==> src/rtl/mainfsm_pkg.sv <==
// Shared encodings for the multicycle controller: FSM states, instruction
// classes and the datapath mux select constants.
package mainfsm_pkg;

  typedef enum logic [3:0] {
    FETCH    = 4'd0,
    DECODE   = 4'd1,
    MEMADR   = 4'd2,
    MEMRD    = 4'd3,
    MEMWB    = 4'd4,
    MEMWR    = 4'd5,
    EXECUTER = 4'd6,
    EXECUTEI = 4'd7,
    ALUWB    = 4'd8,
    BRANCH   = 4'd9,
    UNKNOWN  = 4'd10
  } statetype;

  typedef enum logic [1:0] {
    OP_DP  = 2'b00,
    OP_MEM = 2'b01,
    OP_BR  = 2'b10,
    OP_UND = 2'b11
  } optype;

  localparam logic [1:0] ALUSRCA_REG    = 2'b00;
  localparam logic [1:0] ALUSRCA_PC     = 2'b01;

  localparam logic [1:0] ALUSRCB_REG    = 2'b00;
  localparam logic [1:0] ALUSRCB_IMM    = 2'b01;
  localparam logic [1:0] ALUSRCB_FOUR   = 2'b10;

  localparam logic [1:0] RESULT_ALUOUT  = 2'b00;
  localparam logic [1:0] RESULT_DATA    = 2'b01;
  localparam logic [1:0] RESULT_ALU     = 2'b10;

endpackage

==> src/rtl/mainfsm_flopr.sv <==
// Resettable register with a synchronous active-high reset to a
// configurable value; holds the controller state.
module mainfsm_flopr #(
  parameter int unsigned          WIDTH    = 4,
  parameter logic [WIDTH-1:0]     RESETVAL = '0
) (
  input  logic             clk,
  input  logic             reset,
  input  logic [WIDTH-1:0] d,
  output logic [WIDTH-1:0] q
);

  always_ff @(posedge clk) begin
    if (reset) q <= RESETVAL;
    else       q <= d;
  end

endmodule

==> src/rtl/mainfsm.sv <==
// Multicycle processor main controller: Moore FSM sequencing fetch, decode
// and the per-class execute steps; outputs depend on the current state only.
module mainfsm
  import mainfsm_pkg::*;
(
  input  logic       clk,
  input  logic       reset,
  input  logic [1:0] Op,
  input  logic [5:0] Funct,
  output logic       IRWrite,
  output logic       AdrSrc,
  output logic [1:0] ALUSrcA,
  output logic [1:0] ALUSrcB,
  output logic [1:0] ResultSrc,
  output logic       NextPC,
  output logic       RegW,
  output logic       MemW,
  output logic       Branch,
  output logic       ALUOp
);

  logic [3:0] state;
  logic [3:0] nextstate;

  // Funct[4:1] select the ALU operation downstream, not the sequencing.
  logic unused_funct;
  assign unused_funct = ^Funct[4:1];

  mainfsm_flopr #(
    .WIDTH    (4),
    .RESETVAL (FETCH)
  ) statereg (
    .clk   (clk),
    .reset (reset),
    .d     (nextstate),
    .q     (state)
  );

  always_comb begin
    nextstate = FETCH;
    case (state)
      FETCH:    nextstate = DECODE;
      DECODE: begin
        case (Op)
          OP_MEM:  nextstate = MEMADR;
          OP_DP:   nextstate = Funct[5] ? EXECUTEI : EXECUTER;
          OP_BR:   nextstate = BRANCH;
          default: nextstate = UNKNOWN;
        endcase
      end
      MEMADR:   nextstate = Funct[0] ? MEMRD : MEMWR;
      MEMRD:    nextstate = MEMWB;
      MEMWB:    nextstate = FETCH;
      MEMWR:    nextstate = FETCH;
      EXECUTER: nextstate = ALUWB;
      EXECUTEI: nextstate = ALUWB;
      ALUWB:    nextstate = FETCH;
      BRANCH:   nextstate = FETCH;
      UNKNOWN:  nextstate = FETCH;
      default:  nextstate = FETCH;
    endcase
  end

  always_comb begin
    IRWrite   = 1'b0;
    AdrSrc    = 1'b0;
    ALUSrcA   = ALUSRCA_REG;
    ALUSrcB   = ALUSRCB_REG;
    ResultSrc = RESULT_ALUOUT;
    NextPC    = 1'b0;
    RegW      = 1'b0;
    MemW      = 1'b0;
    Branch    = 1'b0;
    ALUOp     = 1'b0;
    case (state)
      FETCH: begin
        IRWrite   = 1'b1;
        ALUSrcA   = ALUSRCA_PC;
        ALUSrcB   = ALUSRCB_FOUR;
        ResultSrc = RESULT_ALU;
        NextPC    = 1'b1;
      end
      DECODE: begin
        ALUSrcA   = ALUSRCA_PC;
        ALUSrcB   = ALUSRCB_FOUR;
        ResultSrc = RESULT_ALU;
      end
      MEMADR: begin
        ALUSrcB   = ALUSRCB_IMM;
      end
      MEMRD: begin
        AdrSrc    = 1'b1;
      end
      MEMWB: begin
        ResultSrc = RESULT_DATA;
        RegW      = 1'b1;
      end
      MEMWR: begin
        AdrSrc    = 1'b1;
        MemW      = 1'b1;
      end
      EXECUTER: begin
        ALUOp     = 1'b1;
      end
      EXECUTEI: begin
        ALUSrcB   = ALUSRCB_IMM;
        ALUOp     = 1'b1;
      end
      ALUWB: begin
        RegW      = 1'b1;
      end
      BRANCH: begin
        ALUSrcB   = ALUSRCB_IMM;
        ResultSrc = RESULT_ALU;
        Branch    = 1'b1;
      end
      default: ;
    endcase
  end

endmodule

==> config.mk <==
export PLATFORM = sky130hd
export DESIGN_NAME = mainfsm
export DESIGN_NICKNAME = d
export VERILOG_FILES = /design/src/rtl/mainfsm_pkg.sv /design/src/rtl/mainfsm_flopr.sv /design/src/rtl/mainfsm.sv
export SDC_FILE = /design/constraint.sdc
export NUM_CORES = 1
export LEC_CHECK = 0
export ABC_AREA = 1
export CORE_AREA = 4 4 41 43
export CTS_CLUSTER_DIAMETER = 40
export DETAILED_ROUTE_END_ITERATION = 6
export DIE_AREA = 0 0 45 47
export DONT_BUFFER_PORTS = 1
export PLACE_DENSITY = 0.53
export SYNTH_ARGS = -nofsm -noshare
export SYNTH_HDL_FRONTEND = slang
export SYNTH_SLANG_ARGS = --single-unit
==> constraint.sdc <==
create_clock -name clk -period 0.9 [get_ports clk]
set_input_delay 0.18 -clock clk [delete_from_list [all_inputs] [get_ports clk]]
set_output_delay 0.18 -clock clk [all_outputs]
set_load 0.05 [all_outputs]
## Word-level counts from Yosys, hierarchy flattened

Index checks and enable logic that the tools add are counted.

| cells by class | value |
|---|---|
| equal/unequal tests | 11 |
| muxes and demuxes | 13 |
| reductions and logical operators | 8 |

Operator list:

| kind | count |
|---|---|
| $pmux 4 s5 | 1 |
| $eq 4x3->1 const B | 4 |
| $pmux 4 s3 | 1 |
| $eq 4x2->1 const B | 2 |
| $eq 4x4->1 const B | 2 |
| $mux 1 | 8 |
| $pmux 2 s2 | 2 |
| $reduce_or 2->1 | 4 |
| $reduce_or 3->1 | 2 |
| $eq 4x1->1 const B | 1 |
| $logic_not 4->1 | 1 |
| $mux 3 | 1 |
| $eq 2x1->1 const B | 1 |
| $eq 2x2->1 const B | 1 |
| $logic_not 2->1 | 1 |

| storage, ports and cells | value |
|---|---|
| register bits after elaboration | 4 |
| input port bits | 10 |
| output and inout port bits | 13 |
| logic and storage cells | 33 |

## Logic depth before layout (Yosys ltp)

Gate-level depths: netlist of run 1.

| logic depth | value |
|---|---|
| depth after elaboration | 3 |
| depth in mapped cells | 5 |
| mapped depth without buffers | 5 |

## Modules after synthesis

From an unflattened synthesis of run 1, not the netlist that was laid out.

| second synthesis, totals | value |
|---|---|
| cell total of the unflattened synthesis | 64 |
| area, all modules | 330.3 um^2 |

By module, submodules not included:

| module | times used | cells an instance | area each (um^2) | sequential area each (um^2) |
|---|---|---|---|---|
| mainfsm | 1 | 52 | 220.2 | 0.0 |
| mainfsm_flopr | 1 | 12 | 110.1 | 80.1 |

## Worst setup path after synthesis of run 1

Ideal clock, no wire load.

| timing | value |
|---|---|
| path type | register to output |
| start | reg statereg.q[3] |
| end | out ResultSrc[1] |
| arrival | 1.591 ns |
| data required time | 0.720 ns |
| slack | -0.871 ns |
| cell stages (with the launch flop) | 4 |
| path buffers | 0 |
| path through | dfxtp_1 -> inv_2 -> nand2_4 -> o21ai_0 |

| between the ends | value |
|---|---|
| word-level cells in the longest chain between the ends | 3 |
| elaborated cells between the ends (all ways) | 6 |
| classes of those cells | 3 x eq/ne; 1 x mux; 2 x reduce/logical |

Ends and longest elaborated chain:

| item | RTL line | text |
|---|---|---|
| start, declared | mainfsm_flopr.sv:10 | `output logic [WIDTH-1:0] q` |
| start signal, assigned | mainfsm_flopr.sv:14 | `if (reset) q <= RESETVAL;` |
| start signal, assigned | mainfsm_flopr.sv:15 | `else q <= d;` |
| $eq 4x4->1 (tied with other cells) | mainfsm.sv:75 | `case (state)` |
| $reduce_or 3->1 (no line) | - |  |
| $pmux 2 s2 (*) | mainfsm.sv:75 |  |
| end, declared | mainfsm.sv:14 | `output logic [1:0] ResultSrc,` |

Mark *: on every way between the ends. The rest lies on a longest branch, timed or not.

## Final worst setup path of run 1

| timing | value |
|---|---|
| start | reg statereg.q[2] |
| end | out AdrSrc |

| between the ends | value |
|---|---|
| word-level cells in the longest chain between the ends | 3 |
| elaborated cells between the ends (all ways) | 4 |
| classes of those cells | 2 x eq/ne; 1 x mux; 1 x reduce/logical |

Ends and longest elaborated chain:

| item | RTL line | text |
|---|---|---|
| $eq 4x3->1 or $eq 4x2->1 (tied branches) | mainfsm.sv:75 |  |
| $reduce_or 2->1 (no line) (*) | - |  |
| $mux 1 (*) | mainfsm.sv:75 |  |
| end, declared | mainfsm.sv:11 | `output logic AdrSrc,` |

Marked as above.

==> impl_metrics.json, run 1 <==
{
  "status": "complete, but fails checks",
  "violations": "negative setup slack",
  "pin_count": 23,
  "ir_worst_vdd_mv": 0.967,
  "grt_pass1_wl_mm": 1.76,
  "slew_violations": 0,
  "yosys_warnings": 0,
  "die_area_um2": 2120,
  "cts_sinks": 4,
  "cts.clk_slew.worst_paths_ns": 0.04,
  "routedWlPerCell_um": 11.1,
  "finalClockSkew_ns": 0.00368,
  "hold_viol": 0,
  "tns_ns": -5.50,
  "syn-num-nets": 64,
  "instances_no_fill": 98,
  "syn-cell-area_um2": 347,
  "startpoint_type": "register",
  "setup_slack_ns": -0.453,
  "rsz0062_at_grt": "true",
  "syn-instance-count": 54,
  "cts_root_buf": "clkbuf_4",
  "holdWs_ns": 0.112,
  "place.gp.congestion": 0.673,
  "grt_overflow_total": 0,
  "drv_cap": 0,
  "critPathKind": "register to output port",
  "regMostFlops": "statereg.q",
  "num-nets-final": 95,
  "fin_crit_ns": 1.35,
  "hp-class": "primary input to register",
  "fin_crit_sh_pct": 150,
  "cp-end-kind": "output port",
  "drc": 0,
  "setup_viol": 16,
  "startpoint": "statereg.q[2]",
  "cp.arrival_ns": 1.17,
  "die_h_um": 47,
  "first_pass_iters": 1,
  "clk-insertion-delay-late_ns": 0.23,
  "ant_nets": 0,
  "num_vias": 448,
  "final_cell_area_um2": 870,
  "p_int_w": 0.000758,
  "globalRouteTotalUtil_pct": 11.9,
  "clkPwrFrac_pct": 16.2,
  "seqPwrFrac_pct": 16.3,
  "largest_reg_flops": 4,
  "critPathMaxFanout": 4,
  "routed_via_density": 4.57,
  "layout_commonest_cell": "buf_4",
  "n_fill_cell": 109,
  "grt_pass1_vias": 467,
  "cts_made_buffers": 3,
  "max_freq_mhz": 739,
  "yosysSeqAreaShare_pct": 23.1,
  "p_sw_share_pct": 44.1,
  "die_x_um": 45,
  "core_um2": 1300,
  "hpwl_um": 802,
  "regToRegStartpoint": "statereg.q[1]",
  "cts_max_level": 1,
  "antenna_found_initial": 0,
  "drt-initial-drc-count": 0,
  "final_cell_mix": "buf_4 (14), nor2_4 (9), buf_12 (8)",
  "fp-row-count": 13,
  "p_sw_w": 0.000598,
  "required_ns": 0.72,
  "p_per_area_nw_per_um2": 1560,
  "clock_path_buffers": 2,
  "avgSynthCellArea_um2": 6.42,
  "numPortBuffers": 0,
  "synth-seq-cells": 4,
  "start_util_pct": 26.6,
  "grt_start_max_net_pins": 7,
  "insertedDiodeCount": 0,
  "reg.largest.list": "statereg.q: 4 flops",
  "area_delta_synth_final_pct": 151,
  "power.share.combinational_pct": 67.5,
  "place_inst": 88,
  "cts_tree": "built",
  "drt_wl_total_mm": 1.09,
  "drive_gt1_share_pct": 77.1,
  "yosysUniqueCellTypes": 17,
  "dpl_cell_area_um2": 701,
  "min-delay-start": "Op[0]",
  "leakage_nw": 0.371
}
path summary, 6_finish.rpt:
path,slack (ns),end,depth (start not counted)
worst max-delay path,-0.45,AdrSrc,5
worst min-delay path,0.11,statereg.q[0],3
worst max register to register,-0.20,statereg.q[0],6
worst min register to register,0.64,statereg.q[0],4
cells by family after synthesis:
family          Yosys count  share of synthesized area (%)
buf+inv                  12                           17.3
compound gates            7                           13.4
flops                     4                           23.1
other cells               1                           1.08
simple gates             30                           45.1
layout make-up:
cell class / count / area, µm² / share of cell area, %
clock buffers: 3 / 22.5 / 2.59
inverters: 9 / 53.8 / 6.19
multi-input cells: 38 / 342 / 39.3
repair buffers: 29 / 343 / 39.4
well taps: 15 / 18.8 / 2.16
flip-flops and latches: 4 / 90.1 / 10.4
power groups by stage:
stage	Sequential [W]	Clock (W)	Combinational [W]
3_5_place_dp	0.000220	0	0.000783
3_3_place_gp	0.000218	0	0.000778
2_1_floorplan	0.000214	0	0.000498
6_report	0.000221	0.000220	0.000915
4_1_cts	0.000218	0.000230	0.000868
5_1_grt	0.000224	0.000243	0.000959
critical path: stages, from the launching register on:
cell and delay, ns:
dfxtp_2 0.34, inv_4 0.06, nor2_4 0.13, inv_4 0.08
o21ai_4 0.18, buf_12 0.15
cells in the mapped netlist:
cell     n  area, µm²
nor2_2   1       6.26
nor2_1   8       30.0
buf_4    2       15.0
o21ai_0  1       5.00
nand2_1  9       33.8
nor2_4   3       33.8
inv_1    6       22.5
nand4_1  1       6.26
nand2_4  1       11.3
inv_2    3       11.3
dfxtp_1  4       80.1
buf_6    1       11.3
a21oi_1  3       15.0
nand3_1  7       35.0
o21ai_2  1       8.76
conb_1   1       3.75
a21oi_2  2       17.5
per-layer routing:
layer  GRT usage (%)  up-vias  wire length (µm)
li1                -      227                 -
met1            8.18      204               312
met2            25.7       13               676
met3            3.45        4                77
met4            8.77        0                19
met5               0        -                 0
per-stage QoR:
step / worst slack [ns] / util (%) / total power (W)
6_report: -0.453 / 66.8 / 0.00136
5_1_grt: -0.505 / 66.8 / 0.00143
4_1_cts: -0.456 / 62.3 / 0.00132
3_5_place_dp: -0.294 / 53.8 / 0.00100
3_3_place_gp: -0.244 / 53.8 / 0.000996
2_1_floorplan: -0.356 / - / 0.000712
timing repair:
action / CTS / global route
hold buffers: 1 / 0
setup endpoints to repair: 16 / 16
gates cloned: 0 / 0
resized for setup: 13 / 11
pin swaps: 6 / 3
setup buffers: 4 / 2
endpoints found under the hold margin: 4 / 0
No activity file was read; power rests on OpenSTA's default activity.
==> run 2: changes to the inputs <==
--- a/config.mk
+++ b/config.mk
@@ -11,7 +11,7 @@
 export DETAILED_ROUTE_END_ITERATION = 6
 export DIE_AREA = 0 0 45 47
 export DONT_BUFFER_PORTS = 1
-export PLACE_DENSITY = 0.53
+export PLACE_DENSITY = 0.51
 export SYNTH_ARGS = -nofsm -noshare
 export SYNTH_HDL_FRONTEND = slang
 export SYNTH_SLANG_ARGS = --single-unit
==> constraint.sdc (replaced) <==
create_clock -name clk -period 1.4 [get_ports clk]
set_input_delay 0.28 -clock clk [delete_from_list [all_inputs] [get_ports clk]]
set_output_delay 0.28 -clock clk [all_outputs]
set_load 0.05 [all_outputs]
==> run 2 against run 1 <==
Effect of this change:
- the flow still finishes with violations (negative setup slack)
- clock power is 37% lower
- critical path depth is 1 lower
- die area stayed put
- flip-flop and latch count stayed put
- largest power group unchanged
==> impl_metrics.json, run 2 (synthesis results as in run 1) <==
{
  "routedWlPerCell_um": 9.22,
  "holdWs_ns": 0.0999,
  "ant_nets": 0,
  "setup_viol": 1,
  "cp.arrival_ns": 1.12,
  "numPortBuffers": 0,
  "cts_hold_buf": 0,
  "first_pass_iters": 3,
  "place_inst": 78,
  "post-place-ws_ns": 0.0835,
  "hp-class": "primary input to register",
  "required_ns": 1.12,
  "violations": "negative setup slack",
  "cts.clk_slew.worst_paths_ns": 0.04,
  "slew_violations": 0,
  "instances_no_fill": 90,
  "final_cell_mix": "buf_4 (10), nor2_4 (7), nand2_1 (7)",
  "die_area_um2": 2120,
  "drt-initial-drc-count": 1,
  "core_um2": 1300,
  "ir_worst_vdd_mv": 0.457,
  "hpwl_um": 640,
  "die_x_um": 45,
  "grt_pass1_wl_mm": 1.42,
  "clk-insertion-delay-late_ns": 0.23,
  "final_cell_area_um2": 702,
  "antenna_found_initial": 0,
  "critPathMaxFanout": 4,
  "finalClockSkew_ns": 0.00107,
  "dpl_cell_area_um2": 517,
  "drt_wl_total_um": 830,
  "largest_reg_flops": 4,
  "num-nets-final": 87,
  "grt_pass1_vias": 385,
  "hold_viol": 0,
  "start_util_pct": 26.6,
  "cts_root_buf": "clkbuf_4",
  "grt_start_max_net_pins": 7,
  "reg.largest.list": "statereg.q: 4 flops",
  "cts_sinks": 4,
  "grt_overflow_total": 0,
  "layout_commonest_cell": "buf_4",
  "cts_max_level": 1,
  "fin_crit_sh_pct": 100,
  "place.gp.congestion": 0.647,
  "drv_cap": 0,
  "fin_crit_ns": 1.40,
  "critPathKind": "register to output port",
  "regMostFlops": "statereg.q",
  "rsz0062_at_grt": "true",
  "area_delta_synth_final_pct": 103,
  "drc": 0,
  "cp-end-kind": "output port",
  "status": "complete, but fails checks",
  "num_vias": 387,
  "setup_slack_ns": -0.00302,
  "die_h_um": 47,
  "cts_tree": "built",
  "max_freq_mhz": 713,
  "globalRouteTotalUtil_pct": 9.25,
  "cts_made_buffers": 3,
  "routed_via_density": 4.30,
  "drive_gt1_share_pct": 69.3,
  "startpoint_type": "register",
  "pin_count": 23,
  "clock_path_buffers": 2,
  "p_per_area_nw_per_um2": 1050,
  "fp-row-count": 13,
  "leakage_nw": 0.316,
  "insertedDiodeCount": 0
}
-- run 2: critical path, cell delays in order (launching register included) --
cell	delay (ns)
dfxtp_2	0.33
inv_4	0.08
nand2_4	0.08
buf_6	0.13
nor2_4	0.28
-- run 2: area by class of cell --
type | count | area (µm²)
timing repair buffer | 21 | 251
fill | 123 | 599
tap | 15 | 18.8
sequential | 4 | 90.1
multi-input combinational | 38 | 278
inverter | 9 | 41.3
clock buffer | 3 | 22.5
-- run 2: where the power goes --
group | leakage, nW | internal (W) | total [W] | switching [W]
Combinational | 0.267 | 0.000177 | 0.000457 | 0.000280
Sequential | 0.0350 | 0.000126 | 0.000139 | 0.0000130
Clock | 0.0138 | 0.0000956 | 0.000138 | 0.0000428
-- run 2: per-layer routing --
metal	track usage, %	up-vias	wire length (µm)
li1	-	210	-
met1	9.79	163	331
met2	15.8	14	413
met3	3.07	0	86
met4	5.85	0	0
met5	0	-	0
-- run 2: worst paths after layout --
kind | depth (start not counted) | slack (ns) | to | start
setup / recovery | 4 | -0.003 | ALUSrcA[0] | statereg.q[2]
hold / removal | 1 | 0.1 | statereg.q[3] | reset
hold reg to reg | 3 | 0.60 | statereg.q[3] | statereg.q[3]
setup reg to reg | 6 | 0.22 | statereg.q[0] | statereg.q[2]
-- run 2: through the flow --
step | setup TNS [ns] | power [W] | util, %
2_1_floorplan | -0.499 | 0.000416 | -
3_3_place_gp | 0 | 0.000509 | 39.7
3_5_place_dp | 0 | 0.000511 | 39.7
4_1_cts | -0.114 | 0.000712 | 49.8
5_1_grt | -0.459 | 0.000772 | 53.9
6_report | -0.00302 | 0.000734 | 53.9
-- run 2: repair_timing --
item,4_1_cts,5_1_grt
endpoints found under the setup margin,11,12
setup buffers,9,0
pin swaps,7,5
gates resized for setup,15,15
==> run 3: changes to the inputs <==
--- a/config.mk
+++ b/config.mk
@@ -5,13 +5,12 @@
 export SDC_FILE = /design/constraint.sdc
 export NUM_CORES = 1
 export LEC_CHECK = 0
-export ABC_AREA = 1
 export CORE_AREA = 4 4 41 43
 export CTS_CLUSTER_DIAMETER = 40
 export DETAILED_ROUTE_END_ITERATION = 6
 export DIE_AREA = 0 0 45 47
 export DONT_BUFFER_PORTS = 1
-export PLACE_DENSITY = 0.51
+export PLACE_DENSITY = 0.5
 export SYNTH_ARGS = -nofsm -noshare
 export SYNTH_HDL_FRONTEND = slang
 export SYNTH_SLANG_ARGS = --single-unit
==> constraint.sdc (replaced) <==
create_clock -name clk -period 1.5 [get_ports clk]
set_input_delay 0.3 -clock clk [delete_from_list [all_inputs] [get_ports clk]]
set_output_delay 0.3 -clock clk [all_outputs]
set_load 0.05 [all_outputs]
==> run 3 against run 2 <==
Effect of this change:
- the flow still finishes with violations (negative setup slack)
- clock skew grew 0.0050 ns
- sequential share of layout area rose by 1.4 points
- utilization fell by 3.9 points
- wire length up 8.3%
- total power down 11%
- sequential power about the same
- largest power group unchanged
- highest routed layer unchanged
==> impl_metrics.json, run 3 <==
{
  "cpPeakStageDelay_ns": 0.35,
  "synth_top_area_share_pct": 24.1,
  "yosys_warnings": 0,
  "grt_start_max_net_pins": 8,
  "grt_pass1_vias": 381,
  "syn-num-nets": 53,
  "p_sw_w": 0.000291,
  "routedWlPerCell_um": 12.1,
  "async_flop_share_pct": 0,
  "num-nets-final": 71,
  "tns_ns": -0.101,
  "slew_violations": 0,
  "synth_compound_area_share_pct": 19.5,
  "largest_reg_flops": 4,
  "drv_cap": 0,
  "insertedDiodeCount": 0,
  "layout_commonest_cell": "buf_4",
  "first_pass_iters": 4,
  "die_x_um": 45,
  "drt_wl_total_um": 899,
  "final_core_util_pct": 50.0,
  "synthMuxAreaShare_pct": 0,
  "cts_made_buffers": 3,
  "routed_via_density": 4.88,
  "critPathTopFamily": "flip-flops",
  "setup_slack_ns": -0.0303,
  "synth_edf_count": 0,
  "leakage_nw": 0.255,
  "reg.largest.list": "statereg.q: 4 flops",
  "synth-xor-area-share_pct": 5.26,
  "hold_viol": 0,
  "finalClockSkew_ns": 0.00607,
  "violations": "negative setup slack",
  "synthTopCellsByCount": "nor2_1 (5), nor3_1 (5), dfxtp_1 (4)",
  "ir_worst_vdd_mv": 0.553,
  "start_util_pct": 25.6,
  "syn-cell-area_um2": 333,
  "p_int_w": 0.000367,
  "clkPwrFrac_pct": 18.9,
  "path_cells": "buf_6, nor4_4, buf_12",
  "cts_max_level": 1,
  "finalPower_w": 0.000657,
  "place.gp.congestion": 0.761,
  "die_h_um": 47,
  "fin_crit_ns": 1.53,
  "hpwl_um": 773,
  "fp-row-count": 13,
  "grt_overflow_total": 0,
  "hp-class": "primary input to register",
  "pin_count": 23,
  "fin_crit_sh_pct": 102,
  "area_delta_synth_final_pct": 95.5,
  "max_freq_mhz": 653,
  "final_cell_mix": "buf_4 (10), buf_12 (5), buf_6 (4)",
  "rsz0062_at_grt": "true",
  "post-place-ws_ns": 0.0604,
  "crit_slowest_cell": "dfxtp_4",
  "cts.clk_slew.worst_paths_ns": 0.04,
  "numPortBuffers": 0,
  "synthSimpleGateAreaFrac_pct": 31.6,
  "cp.arrival_ns": 1.23,
  "status": "complete, but fails checks",
  "ff_latch_area_um2": 92.6,
  "avgSynthCellArea_um2": 7.74,
  "yosysSeqAreaShare_pct": 24.1,
  "core_um2": 1300,
  "p_sw_share_pct": 44.2,
  "synthAdderAreaFrac_pct": 0,
  "power.share.combinational_pct": 59.7,
  "ant_nets": 0,
  "drt-initial-drc-count": 2,
  "n_fill_cell": 118,
  "clk-insertion-delay-late_ns": 0.23,
  "die_area_um2": 2120,
  "cts_sinks": 4,
  "drc": 0,
  "globalRouteTotalUtil_pct": 10.0,
  "yosys-top-cells-area": "dfxtp_1 (24%), nor3_1 (7.5%), buf_4 (6.8%), buf_6 (6.8%), nor2_1 (5.6%)",
  "drive_gt1_share_pct": 71.2,
  "path_buf_inv": 2,
  "synth_top_family_by_area": "simple AND/OR/NAND/NOR gates",
  "dpl_cell_area_um2": 552,
  "required_ns": 1.20,
  "clock_path_buffers": 2,
  "p_per_area_nw_per_um2": 1010,
  "startpoint_type": "register",
  "critPathKind": "register to output port",
  "cp-end-kind": "output port",
  "num_vias": 361,
  "synth-seq-cells": 4,
  "setup_viol": 5,
  "ys.flop_type": "dfxtp_1",
  "grt_pass1_wl_mm": 1.57,
  "cts_tree": "built",
  "cts_root_buf": "clkbuf_4",
  "seqPwrFrac_pct": 21.4,
  "final_cell_area_um2": 651,
  "regMostFlops": "statereg.q",
  "yosysUniqueCellTypes": 24,
  "synth_largest_area_cell": "dfxtp_1",
  "critPathMaxFanout": 4,
  "syn-instance-count": 43,
  "antenna_found_initial": 0,
  "multiInputGateArea_um2": 285
}
[run 3: cell count changes in the layout (fill, tap and decap cells not counted), moves of 3 or more]
cell / change
inv_4: -3
a21oi_1: -3
nor2_4: -6
nand2_1: -5
inv_2: -3
nand3_1: -5
[run 3: power groups by stage]
stage,Clock (W),Combinational (W),Sequential [W]
global placement,0,0.000357,0.000138
detailed placement,0,0.000361,0.000139
floorplan,0,0.000288,0.000121
finish,0.000124,0.000393,0.000140
global route,0.000139,0.000411,0.000142
CTS,0.000129,0.000386,0.000139
[run 3: what timing repair did]
action	CTS	global route
hold buffers	0	0
resized for setup	13	4
setup buffers	3	0
pin swaps	2	2
endpoints found under the setup margin	9	9
[run 3: per-layer routing]
layer,track usage (%),part of all wire [%]
met2,19.5,58
met3,1.53,7.1
met4,5.26,0
met1,10.3,34
met5,0,0
[run 3: final cells by class]
| type | instances | area share, % |
|---|---|---|
| inverter | 3 | 1.73 |
| clock buffer | 3 | 3.46 |
| timing repair buffer | 19 | 33.8 |
| tap | 15 | 2.88 |
| multi-input combinational | 30 | 43.8 |
| sequential | 4 | 14.2 |
[run 3: cell families after synthesis]
| group | count (synthesis) |
|---|---|
| flip-flops | 4 |
| other | 1 |
| AND/OR/NAND/NOR | 19 |
| buffers and inverters | 9 |
| AO/OA/AOI/OAI | 8 |
| XOR/XNOR | 2 |
[run 3: final timing paths]
path                               startpoint             to  slack, ns  cells after the start
worst min register to register  statereg.q[0]  statereg.q[0]       0.51                      1
worst min-delay path                    reset  statereg.q[3]       0.14                      1
worst max-delay path            statereg.q[2]        IRWrite      -0.03                      3
worst max register to register  statereg.q[2]  statereg.q[0]       0.33                      4
[run 3: metrics by stage]
| stage | hold slack (ns) | instances |
|---|---|---|
| finish | 0.140 | 74 |
| global route | 0.133 | 74 |
| CTS | 0.137 | 74 |
| detailed placement | 0.383 | 68 |
| global placement | 0.380 | 68 |
| floorplan | 0.376 | 43 |
